--- src/rtl/intpol2_d4_mult_ctrl_pkg.sv ---
// Shared definitions for the quadratic-interpolator multiplier sequencer.
// Holds the datapath widths, the interpolation step geometry, the FSM state
// encoding, the coefficient payload struct and the saturation helper.
// Optional feature macro: INTPOL2_SAT_EN (saturating output sum).
package intpol2_d4_mult_ctrl_pkg;

    localparam int unsigned DATAPATH_WIDTH = 32;
    localparam int unsigned N_BITS         = 2;
    localparam int unsigned M_BITS         = 31;
    localparam int unsigned LOG2_STEPS     = 2;

    localparam int unsigned W         = DATAPATH_WIDTH + N_BITS;
    localparam int unsigned SUM_W     = W + 2;
    localparam int unsigned STEPS     = 1 << LOG2_STEPS;
    localparam int unsigned K2_W      = 2 * LOG2_STEPS;
    localparam int unsigned XI_SHIFT  = M_BITS - LOG2_STEPS;
    localparam int unsigned XI2_SHIFT = M_BITS - 2 * LOG2_STEPS;

    // Saturation bounds, both at output width and sign-extended to the sum width
    localparam logic signed [W-1:0]     SAT_MAX     = {1'b0, {(W-1){1'b1}}};
    localparam logic signed [W-1:0]     SAT_MIN     = {1'b1, {(W-1){1'b0}}};
    localparam logic signed [SUM_W-1:0] SAT_MAX_EXT = {3'b000, {(W-1){1'b1}}};
    localparam logic signed [SUM_W-1:0] SAT_MIN_EXT = {3'b111, {(W-1){1'b0}}};

    typedef enum logic [1:0] {
        ST_IDLE  = 2'd0,
        ST_MUL_A = 2'd1,
        ST_MUL_B = 2'd2,
        ST_OUT   = 2'd3
    } state_e;

    typedef struct packed {
        logic signed [W-1:0] p0;
        logic signed [W-1:0] p1;
        logic signed [W-1:0] p2;
    } coef_t;

    // Clamp a wide sum into W bits; MSB of the result is the clamp flag
    function automatic logic [W:0] sat_reduce(input logic signed [SUM_W-1:0] s);
        if (s > SAT_MAX_EXT) begin
            return {1'b1, SAT_MAX};
        end else if (s < SAT_MIN_EXT) begin
            return {1'b1, SAT_MIN};
        end
        return {1'b0, s[W-1:0]};
    endfunction

endpackage

--- src/rtl/intpol2_d4_mult_ctrl_xi_gen.sv ---
// Interpolation abscissa generator.
// Tracks k and k^2 (k^2 updated incrementally as k2 += 2k+1, no multiplier)
// and presents xi = k << XI_SHIFT and xi2 = k^2 << XI2_SHIFT.
// Ports:
//   clk_i, rstn_i  clock, synchronous active-low reset
//   clr_i          restart at k = 0 (coefficient load)
//   step_i         advance to k+1 (output handshake)
//   last_c_o       k is the last step of the set (decode of k register)
//   xi_o, xi2_o    multiplier operands, unsigned values in signed W
module intpol2_d4_mult_ctrl_xi_gen
    import intpol2_d4_mult_ctrl_pkg::*;
(
    input  logic                clk_i,
    input  logic                rstn_i,
    input  logic                clr_i,
    input  logic                step_i,
    output logic                last_c_o,
    output logic signed [W-1:0] xi_o,
    output logic signed [W-1:0] xi2_o
);

    logic [LOG2_STEPS-1:0] k_q, k_d;
    logic [K2_W-1:0]       k2_q, k2_d;

    // Next k / k^2; stepping past the last point wraps both back to zero
    always_comb begin
        k_d  = k_q;
        k2_d = k2_q;
        if (clr_i) begin
            k_d  = '0;
            k2_d = '0;
        end else if (step_i) begin
            k_d  = k_q + LOG2_STEPS'(1);
            k2_d = k2_q + K2_W'({k_q, 1'b1});
        end
    end

    always_ff @(posedge clk_i) begin
        if (!rstn_i) begin
            k_q  <= '0;
            k2_q <= '0;
        end else begin
            k_q  <= k_d;
            k2_q <= k2_d;
        end
    end

    assign last_c_o = (k_q == LOG2_STEPS'(STEPS - 1));
    assign xi_o     = W'({k_q, XI_SHIFT'(0)});
    assign xi2_o    = W'({k2_q, XI2_SHIFT'(0)});

endmodule

--- src/rtl/intpol2_d4_mult_ctrl.sv ---
// Sequencer for the shared quadratic-interpolator multiplier.
// Per accepted coefficient set (p0,p1,p2) it produces STEPS samples
// y = p0 + p1*xi + p2*xi^2, xi = k/STEPS, using the external multiplier twice
// per sample: MUL_A computes p1*xi, MUL_B computes p2*xi^2.
// Optional feature macro: INTPOL2_SAT_EN -- saturate the sum and add sat_flag_o;
// when undefined the sum wraps to W bits.
// Ports:
//   clk_i, rstn_i               clock, synchronous active-low reset
//   coef_valid_i/coef_ready_o   coefficient stream handshake
//   p0_i, p1_i, p2_i            signed coefficients (Q.M_BITS)
//   sel_mult_o                  0 = (p1,xi), 1 = (p2,xi2)
//   mult_xi_o, mult_xi2_o       abscissa operands
//   mult_p1_o, mult_p2_o        registered coefficient operands
//   mult_data_i                 multiplier result (combinational from operands)
//   y_valid_o/y_ready_i/y_data_o output sample stream
//   busy_o                      high whenever not idle
//   sat_flag_o                  clamp indicator (INTPOL2_SAT_EN only)
module intpol2_d4_mult_ctrl
    import intpol2_d4_mult_ctrl_pkg::*;
(
    input  logic                clk_i,
    input  logic                rstn_i,
    input  logic                coef_valid_i,
    output logic                coef_ready_o,
    input  logic signed [W-1:0] p0_i,
    input  logic signed [W-1:0] p1_i,
    input  logic signed [W-1:0] p2_i,
    output logic                sel_mult_o,
    output logic signed [W-1:0] mult_xi_o,
    output logic signed [W-1:0] mult_xi2_o,
    output logic signed [W-1:0] mult_p1_o,
    output logic signed [W-1:0] mult_p2_o,
    input  logic signed [W-1:0] mult_data_i,
    output logic                y_valid_o,
    input  logic                y_ready_i,
    output logic signed [W-1:0] y_data_o,
`ifdef INTPOL2_SAT_EN
    output logic                sat_flag_o,
`endif
    output logic                busy_o
);

    state_e              state_q, state_d;
    coef_t               coef_q;
    logic signed [W-1:0] t1_q;
    logic signed [W-1:0] y_data_q;
    logic signed [W-1:0] y_next_c;
    logic                coef_ready_q, sel_mult_q, y_valid_q, busy_q;
    logic                load_c, step_c, cap_t1_c, cap_y_c, last_c;

    // State register
    always_ff @(posedge clk_i) begin
        if (!rstn_i) begin
            state_q <= ST_IDLE;
        end else begin
            state_q <= state_d;
        end
    end

    // Next state and datapath strobes
    always_comb begin
        state_d  = state_q;
        load_c   = 1'b0;
        step_c   = 1'b0;
        cap_t1_c = 1'b0;
        cap_y_c  = 1'b0;
        case (state_q)
            ST_IDLE: begin
                if (coef_valid_i) begin
                    load_c  = 1'b1;
                    state_d = ST_MUL_A;
                end
            end
            ST_MUL_A: begin
                cap_t1_c = 1'b1;
                state_d  = ST_MUL_B;
            end
            ST_MUL_B: begin
                cap_y_c = 1'b1;
                state_d = ST_OUT;
            end
            ST_OUT: begin
                if (y_ready_i) begin
                    step_c  = 1'b1;
                    state_d = last_c ? ST_IDLE : ST_MUL_A;
                end
            end
            default: state_d = ST_IDLE;
        endcase
    end

    // Control outputs registered from the next state so they align with it
    always_ff @(posedge clk_i) begin
        if (!rstn_i) begin
            coef_ready_q <= 1'b1;
            sel_mult_q   <= 1'b0;
            y_valid_q    <= 1'b0;
            busy_q       <= 1'b0;
        end else begin
            coef_ready_q <= (state_d == ST_IDLE);
            sel_mult_q   <= (state_d == ST_MUL_B);
            y_valid_q    <= (state_d == ST_OUT);
            busy_q       <= (state_d != ST_IDLE);
        end
    end

`ifdef INTPOL2_SAT_EN
    logic signed [SUM_W-1:0] sum_c;
    logic                    sat_next_c;
    logic                    sat_q;

    // Wide sum cannot overflow; clamp back into W bits
    always_comb begin
        sum_c = SUM_W'($signed(coef_q.p0)) + SUM_W'(t1_q) + SUM_W'(mult_data_i);
        {sat_next_c, y_next_c} = sat_reduce(sum_c);
    end

    always_ff @(posedge clk_i) begin
        if (!rstn_i) begin
            sat_q <= 1'b0;
        end else if (cap_y_c) begin
            sat_q <= sat_next_c;
        end
    end

    assign sat_flag_o = sat_q;
`else
    // Low W bits of the wide sum are exactly the W-bit modular sum
    assign y_next_c = coef_q.p0 + t1_q + mult_data_i;
`endif

    // Coefficients, first partial product and output sample
    always_ff @(posedge clk_i) begin
        if (!rstn_i) begin
            coef_q   <= '0;
            t1_q     <= '0;
            y_data_q <= '0;
        end else begin
            if (load_c) begin
                coef_q.p0 <= p0_i;
                coef_q.p1 <= p1_i;
                coef_q.p2 <= p2_i;
            end
            if (cap_t1_c) begin
                t1_q <= mult_data_i;
            end
            if (cap_y_c) begin
                y_data_q <= y_next_c;
            end
        end
    end

    intpol2_d4_mult_ctrl_xi_gen u_xi_gen (
        .clk_i    (clk_i),
        .rstn_i   (rstn_i),
        .clr_i    (load_c),
        .step_i   (step_c),
        .last_c_o (last_c),
        .xi_o     (mult_xi_o),
        .xi2_o    (mult_xi2_o)
    );

    assign coef_ready_o = coef_ready_q;
    assign sel_mult_o   = sel_mult_q;
    assign y_valid_o    = y_valid_q;
    assign busy_o       = busy_q;
    assign y_data_o     = y_data_q;
    assign mult_p1_o    = coef_q.p1;
    assign mult_p2_o    = coef_q.p2;

endmodule

--- config.mk ---
export PLATFORM = sky130hd
export DESIGN_NAME = intpol2_d4_mult_ctrl
export DESIGN_NICKNAME = d
export VERILOG_FILES = /design/src/rtl/intpol2_d4_mult_ctrl_pkg.sv /design/src/rtl/intpol2_d4_mult_ctrl_xi_gen.sv /design/src/rtl/intpol2_d4_mult_ctrl.sv
export SDC_FILE = /design/constraint.sdc
export NUM_CORES = 1
export LEC_CHECK = 0
export CAP_MARGIN = 20
export CORE_MARGIN = 5
export CORE_UTILIZATION = 51
export DETAILED_ROUTE_END_ITERATION = 8
export PLACE_DENSITY = 0.95
export SLEW_MARGIN = 10
export SYNTH_ARGS = -nofsm -noshare
export SYNTH_HDL_FRONTEND = slang
export SYNTH_SLANG_ARGS = --single-unit
--- constraint.sdc ---
create_clock -name clk_i -period 5.3 [get_ports clk_i]
set_clock_uncertainty 0.05 [all_clocks]
set_input_delay 0.795 -clock clk_i [delete_from_list [all_inputs] [get_ports clk_i]]
set_output_delay 0.795 -clock clk_i [all_outputs]
set_load 0.01 [all_outputs]
==> results.json, run 1 <==
{
  "wirelength_microns": 27300,
  "power_density_mw_per_mm2": 319,
  "via_count": 8755,
  "syn2layout_area_growth_pct": 25.5,
  "finish.utilization": 0.654,
  "rr_worst_depth": 9,
  "clock-sinks": 182,
  "syn_avg_cell_area_sq_um": 7.99,
  "die_w_microns": 148,
  "outcome": "finished clean",
  "start_util": 0.521,
  "clockBufferDepth": 2,
  "multiInputGateArea_sq_mm": 0.00508,
  "grt_overflow": 0,
  "drt_iter0_markers": 786,
  "insertedDiodeCount": 0,
  "setup_slack_ns": 1.56,
  "ctsHoldBuffers": 0,
  "synth_edf_count": 0,
  "drc_errors": 0,
  "rsz0062_at_grt": "false",
  "critical_path_peak_fanout": 7,
  "ys_seq_area_frac": 0.373,
  "wl_met3_microns": 1970,
  "cap_viol_max_count": 0,
  "seqCellArea_sq_mm": 0.00364,
  "final_layout_size_suffix_gt1_frac": 0.0370,
  "dr.pass1.iters": 6,
  "slew-limit-headroom": 0.271,
  "ir_worst_vdd_mv": 0.219,
  "r2r_slack_ns": 2.09,
  "grt_start_max_net_pins": 109,
  "worst_pin_slew_ns": 1.09,
  "htreeDepth": 4,
  "cp-startpoint": "mult_data_i[6]",
  "core_area_sq_mm": 0.0188,
  "gp_congestion": 0.963,
  "cp-start-kind": "input port",
  "p_leak_uw": 0.00482,
  "crit_end": "y_data_o[26]",
  "layout.nets": 1575,
  "cts-root-buf": "clkbuf_16",
  "whs_ns": 0.405,
  "n_fill_cell": 1487,
  "drt-met1-wl_microns": 10400,
  "highest_layer": "met4",
  "rows": 50,
  "ios": 314,
  "r2r_start": "coef_q[74]",
  "port_buffers": 251,
  "grt_pass1_wl_microns": 42700,
  "finalHoldViolCount": 0,
  "required_ns": 5.57,
  "r2r-end": "y_data_o[26]",
  "wl_met2_microns": 14000,
  "crit_arrival_ns": 4.01,
  "synth_cell_types": 54,
  "slew_viol_final": 0,
  "antenna_found_initial": 0,
  "finalSetupViolCount": 0,
  "clk_pin_slew_worst_paths_ns": 0.07,
  "tritoncts": "built",
  "clk-insertion-delay-late_ns": 0.43,
  "synth-async-reset-ratio": 0,
  "dp_hpwl_microns": 19900,
  "fmaxAchievable_mhz": 267,
  "tns_ns": 0,
  "synthCells": 1223,
  "end_kind": "flip-flop",
  "die_y_microns": 148,
  "layout_min_cycle_time_ns": 3.74,
  "viasPerCell": 5.43,
  "dieArea_sq_mm": 0.0220,
  "period_share": 0.706,
  "wl_per_cell_microns": 17.0,
  "synth_area_sq_mm": 0.00977,
  "cts_made_buffers": 17,
  "grt_pass1_vias": 8438,
  "ctsResizeCount": 0,
  "pre_cts_ws_ns": 1.16,
  "post_cts_buffers": 0,
  "hp-class": "flip-flop to flip-flop",
  "ys_ff_latch": 182,
  "worstSetupPathType": "input port to flip-flop",
  "yosys_warnings": 0,
  "grt_use_total": 0.239,
  "synth_flop_cell": "dfxtp_1",
  "postRouteAntennaNets": 0
}
==> where the power goes <==
group	total, uW	internal (uW)	switching [uW]	leakage (uW)
registers	1550	1480	70.4	0.00149
clock network	1280	670	607	0.000285
logic	1090	469	619	0.00305
total	3910	2620	1300	0.00482
==> per-stage QoR <==
step	power (uW)	area, sq um	std cells
floorplan	2280	10000	1284
global placement	2600	11600	1579
detailed placement	2630	11600	1579
CTS	3910	12200	1611
global route	4100	12300	1612
finish	3910	12300	1612
==> sequential cells by signal, summed over array words and instances (netlist names), 2 cells and up <==
name / count
coef_q: 34
mult_p1_o: 34
mult_p2_o: 34
state_q: 2
t1_q: 34
u_xi_gen.k2_q: 4
u_xi_gen.k_q: 2
y_data_o: 34
==> worst min-delay path by stage <==
stage                     cells after the start  slack (ns)       endpoint           from
after floorplan                               2        0.39     coef_q[68]     coef_q[68]
after global placement                        2        0.38   y_data_o[22]   y_data_o[22]
after detailed placement                      2        0.40  mult_p2_o[20]  mult_p2_o[20]
after CTS                                     2        0.41   y_data_o[22]   y_data_o[22]
after global routing                          2        0.42        t1_q[0]        t1_q[0]
final                                         2        0.40  mult_p1_o[32]  mult_p1_o[32]
==> synth_stat cells, types with 5 or more instances <==
cell      count  share of area
nor2_1       40          0.015
xnor2_1      15          0.013
fa_1         35          0.072
inv_1        17         0.0065
nand2_1     347           0.13
nand3_1      10         0.0051
buf_4       132           0.10
nor2b_1       5         0.0032
a21oi_1     196           0.10
dfxtp_1     182           0.37
o21ai_0       8         0.0041
o21ai_1      21          0.011
a21o_1       11         0.0085
a211oi_1      6         0.0046
ha_1         35          0.045
o211ai_1      6         0.0046
clkbuf_1     62          0.024
nand2b_1      5         0.0032
nand4_1      13         0.0083
xor2_1       13          0.012
nor3_1        5         0.0026
==> critical path, stage by stage <==
cell	delay, ns
clkdlybuf4s50_1	0.46
fa_1	0.52
ha_1	0.42
o21ai_1	0.18
a2111oi_0	0.47
o2111ai_1	0.22
a31oi_1	0.38
o21ai_1	0.13
mux2i_1	0.13
a311o_1	0.31
==> routing by layer <==
| layer | GRT usage | vias to the layer above |
|---|---|---|
| met2 | 0.420 | 428 |
| met3 | 0.0500 | 90 |
| met5 | 0 | - |
| met1 | 0.288 | 4074 |
| li1 | - | 4163 |
| met4 | 0.0905 | 0 |
==> cell families (layout without fill, tap and decap cells) <==
kind of cell / after synthesis / count (layout) / synth area share
AO/OA/AOI/OAI: 282 / 282 / 0.164
XOR/XNOR: 28 / 28 / 0.0251
adder cells (fa/ha/maj): 70 / 70 / 0.117
buffers and inverters: 213 / 307 / 0.133
flip-flops: 182 / 182 / 0.373
multiplexers: 2 / 2 / 0.00205
other: 1 / 62 / 0.000384
AND/OR/NAND/NOR: 445 / 445 / 0.186
==> placed cells by master, fill, tap and decap left out, types with 3 or more instances in the layout <==
cell and n:
xor2_1 13, or3_1 4, nor3_1 5, o211ai_1 6, a31oi_1 3, o21a_1 3
dfxtp_1 182, clkinv_4 3, nand2b_1 5, nand2_1 346, a21boi_1 3, o2111ai_1 4
buf_4 4, inv_8 4, o31ai_1 3, nand4_1 13, ha_1 35, nor2_1 40
o21ai_0 8, nand3_1 10, a211oi_1 6, conb_1 62, o21bai_1 3, clkbuf_16 17
a21o_1 11, inv_1 17, inv_6 3, a21oi_1 196, nor2b_1 3, clkdlybuf4s50_1 251
fa_1 35, xnor2_1 15, o21ai_1 21
==> area by class of cell <==
type	count	area share
multi-input cells	889	0.414
flip-flops and latches	182	0.297
repair buffers	257	0.211
clock buffers	17	0.0347
well taps	234	0.0239
clock inverters	15	0.0134
inverters	18	0.00571
(Power assumes the default switching activity.)
==> run 2: changes to the inputs <==
CORE_UTILIZATION = 43   (was 51)
PLACE_DENSITY = 0.87   (was 0.95)
clock period = 3.3 ns   (was 5.3 ns; I/O delays follow)
==> run 2 against run 1 <==
- largest power group unchanged
- wire length grew 0.15%
- worst setup slack worse by 1.4 ns
- power is 66% higher
- non-clock buffer count rose by 57
- final cell count increased by 6.7%
- sequential power increased by 60%
- clock power increased by 66%
- critical path depth is the same
- sequential cell count is the same
- first-iteration DRC count down 16%
- die area increased by 17%
==> results.json, run 2 (synthesis results as in run 1) <==
{
  "dp_cells": 1688,
  "clk-insertion-delay-late_ns": 0.43,
  "power_density_mw_per_mm2": 509,
  "clk_pin_slew_worst_paths_ns": 0.07,
  "rr_worst_depth": 9,
  "wirelength_microns": 27400,
  "cp-start-kind": "input port",
  "grt_start_max_net_pins": 64,
  "setup_slack_ns": 0.116,
  "die_y_microns": 161,
  "critical_path_peak_fanout": 3,
  "dr.pass1.iters": 6,
  "viasPerCell": 5.04,
  "hp-class": "flip-flop to flip-flop",
  "hold_start": "mult_p2_o[13]",
  "cts-root-buf": "clkbuf_16",
  "slowest_stage": "fa_1",
  "wl_per_cell_microns": 15.9,
  "path_buf_inv": 2,
  "required_ns": 3.57,
  "dp_hpwl_microns": 20900,
  "pre_cts_ws_ns": -0.301,
  "max_stage_delay_ns": 0.49,
  "end_kind": "flip-flop",
  "outcome": "finished clean",
  "period_share": 0.965,
  "insertedDiodeCount": 0,
  "clock-sinks": 182,
  "grt_pass1_wl_microns": 43300,
  "hold_depth": 2,
  "gp_congestion": 0.912,
  "htreeDepth": 4,
  "clockBufferDepth": 2,
  "core_area_sq_mm": 0.0225,
  "ios": 314,
  "cp-startpoint": "mult_data_i[7]",
  "layout_min_cycle_time_ns": 3.18,
  "tritoncts": "built",
  "worst_pin_slew_ns": 0.724,
  "start_util": 0.434,
  "ir_worst_vdd_mv": 0.279,
  "postRouteAntennaNets": 0,
  "final_cell_mix": "nand2_1 (346), clkdlybuf4s50_1 (251), a21oi_1 (195)",
  "die_w_microns": 161,
  "crit_arrival_ns": 3.45,
  "grt_use_total": 0.204,
  "final_common_cell": "nand2_1",
  "finalHoldViolCount": 0,
  "p_leak_uw": 0.00509,
  "r2r_slack_ns": 0.33,
  "slew-limit-headroom": 0.517,
  "whs_ns": 0.403,
  "rows": 55,
  "slew_viol_final": 0,
  "dieArea_sq_mm": 0.0258,
  "cts_made_buffers": 17,
  "layout.nets": 1632,
  "final_layout_size_suffix_gt1_frac": 0.0794,
  "post_cts_buffers": 0,
  "grt_pass1_vias": 8575,
  "cpLargestDelayFamily": "compound AO/OA/AOI/OAI gates",
  "via_count": 8676,
  "r2r_start": "coef_q[75]",
  "finalSetupViolCount": 0,
  "layoutNonFillerInstCount": 1720,
  "syn2layout_area_growth_pct": 31.0,
  "worstSetupPathType": "input port to flip-flop",
  "drc_errors": 0,
  "drt_iter0_markers": 660,
  "antenna_found_initial": 0,
  "fmaxAchievable_mhz": 314,
  "crit_chain": "clkdlybuf4s50_1, fa_1, ha_1, o21ai_1, a2111oi_2, o2111ai_2, a31oi_2, buf_4, o2111ai_1, o311ai_1",
  "grt_overflow": 0,
  "path_depth": 10,
  "cap_viol_max_count": 0,
  "port_buffers": 251
}
## run 2: changes by cell type in the layout (fill, tap and decap cells not counted), sizes merged
cell    change
buf        +57
bufinv      +1
clkinv      -1
## run 2: final timing paths
kind / endpoint
max: y_data_o[30]
min: mult_p2_o[13]
max reg2reg: y_data_o[30]
min reg2reg: mult_p2_o[13]
## run 2: worst register-to-register path: cells and delay by family, from the launching register on
family | cells | cell delay, ns
fa+ha+maj | 2 | 0.76
compound gates | 6 | 1.53
buf+inv | 1 | 0.15
flops | 1 | 0.37
## run 2: timing repair
action                     4_1_cts  5_1_grt
setup endpoints to repair        0        5
gates resized for setup          0        7
hold buffers                     0        0
hold endpoints to repair         0        0
## run 2: where the power goes
group / switching [uW] / leakage, uW / internal (uW)
combinational: 1020 / 0.00331 / 888
sequential: 113 / 0.00149 / 2370
clock: 971 / 0.000295 / 1150
## run 2: cell type report
class | instances | area (sq um)
Sequential cell | 182 | 3640
Inverter | 18 | 70.1
Fill cell | 2017 | 9700
Timing Repair Buffer | 314 | 3010
Clock buffer | 17 | 425
Multi-Input combinational cell | 889 | 5110
Clock inverter | 15 | 188
Tap cell | 285 | 357
## run 2: layer usage
metal  up-vias  global-route usage  wire length, microns
li1       4280                   -                     -
met1      4051               0.247                 11200
met2       291               0.357                 13900
met3        54              0.0367                  1410
met4         0              0.0845                   883
met5         -                   0                     0
## run 2: per-stage QoR
stage	setup TNS, ns	utilization	cell area (sq um)	total power, uW
after floorplan	0	-	10000	3670
after global placement	-2.25	0.540	12200	4360
after detailed placement	-3.15	0.540	12200	4410
after CTS	0	0.567	12800	6550
after global routing	-0.0906	0.569	12800	6860
final	0	0.569	12800	6510
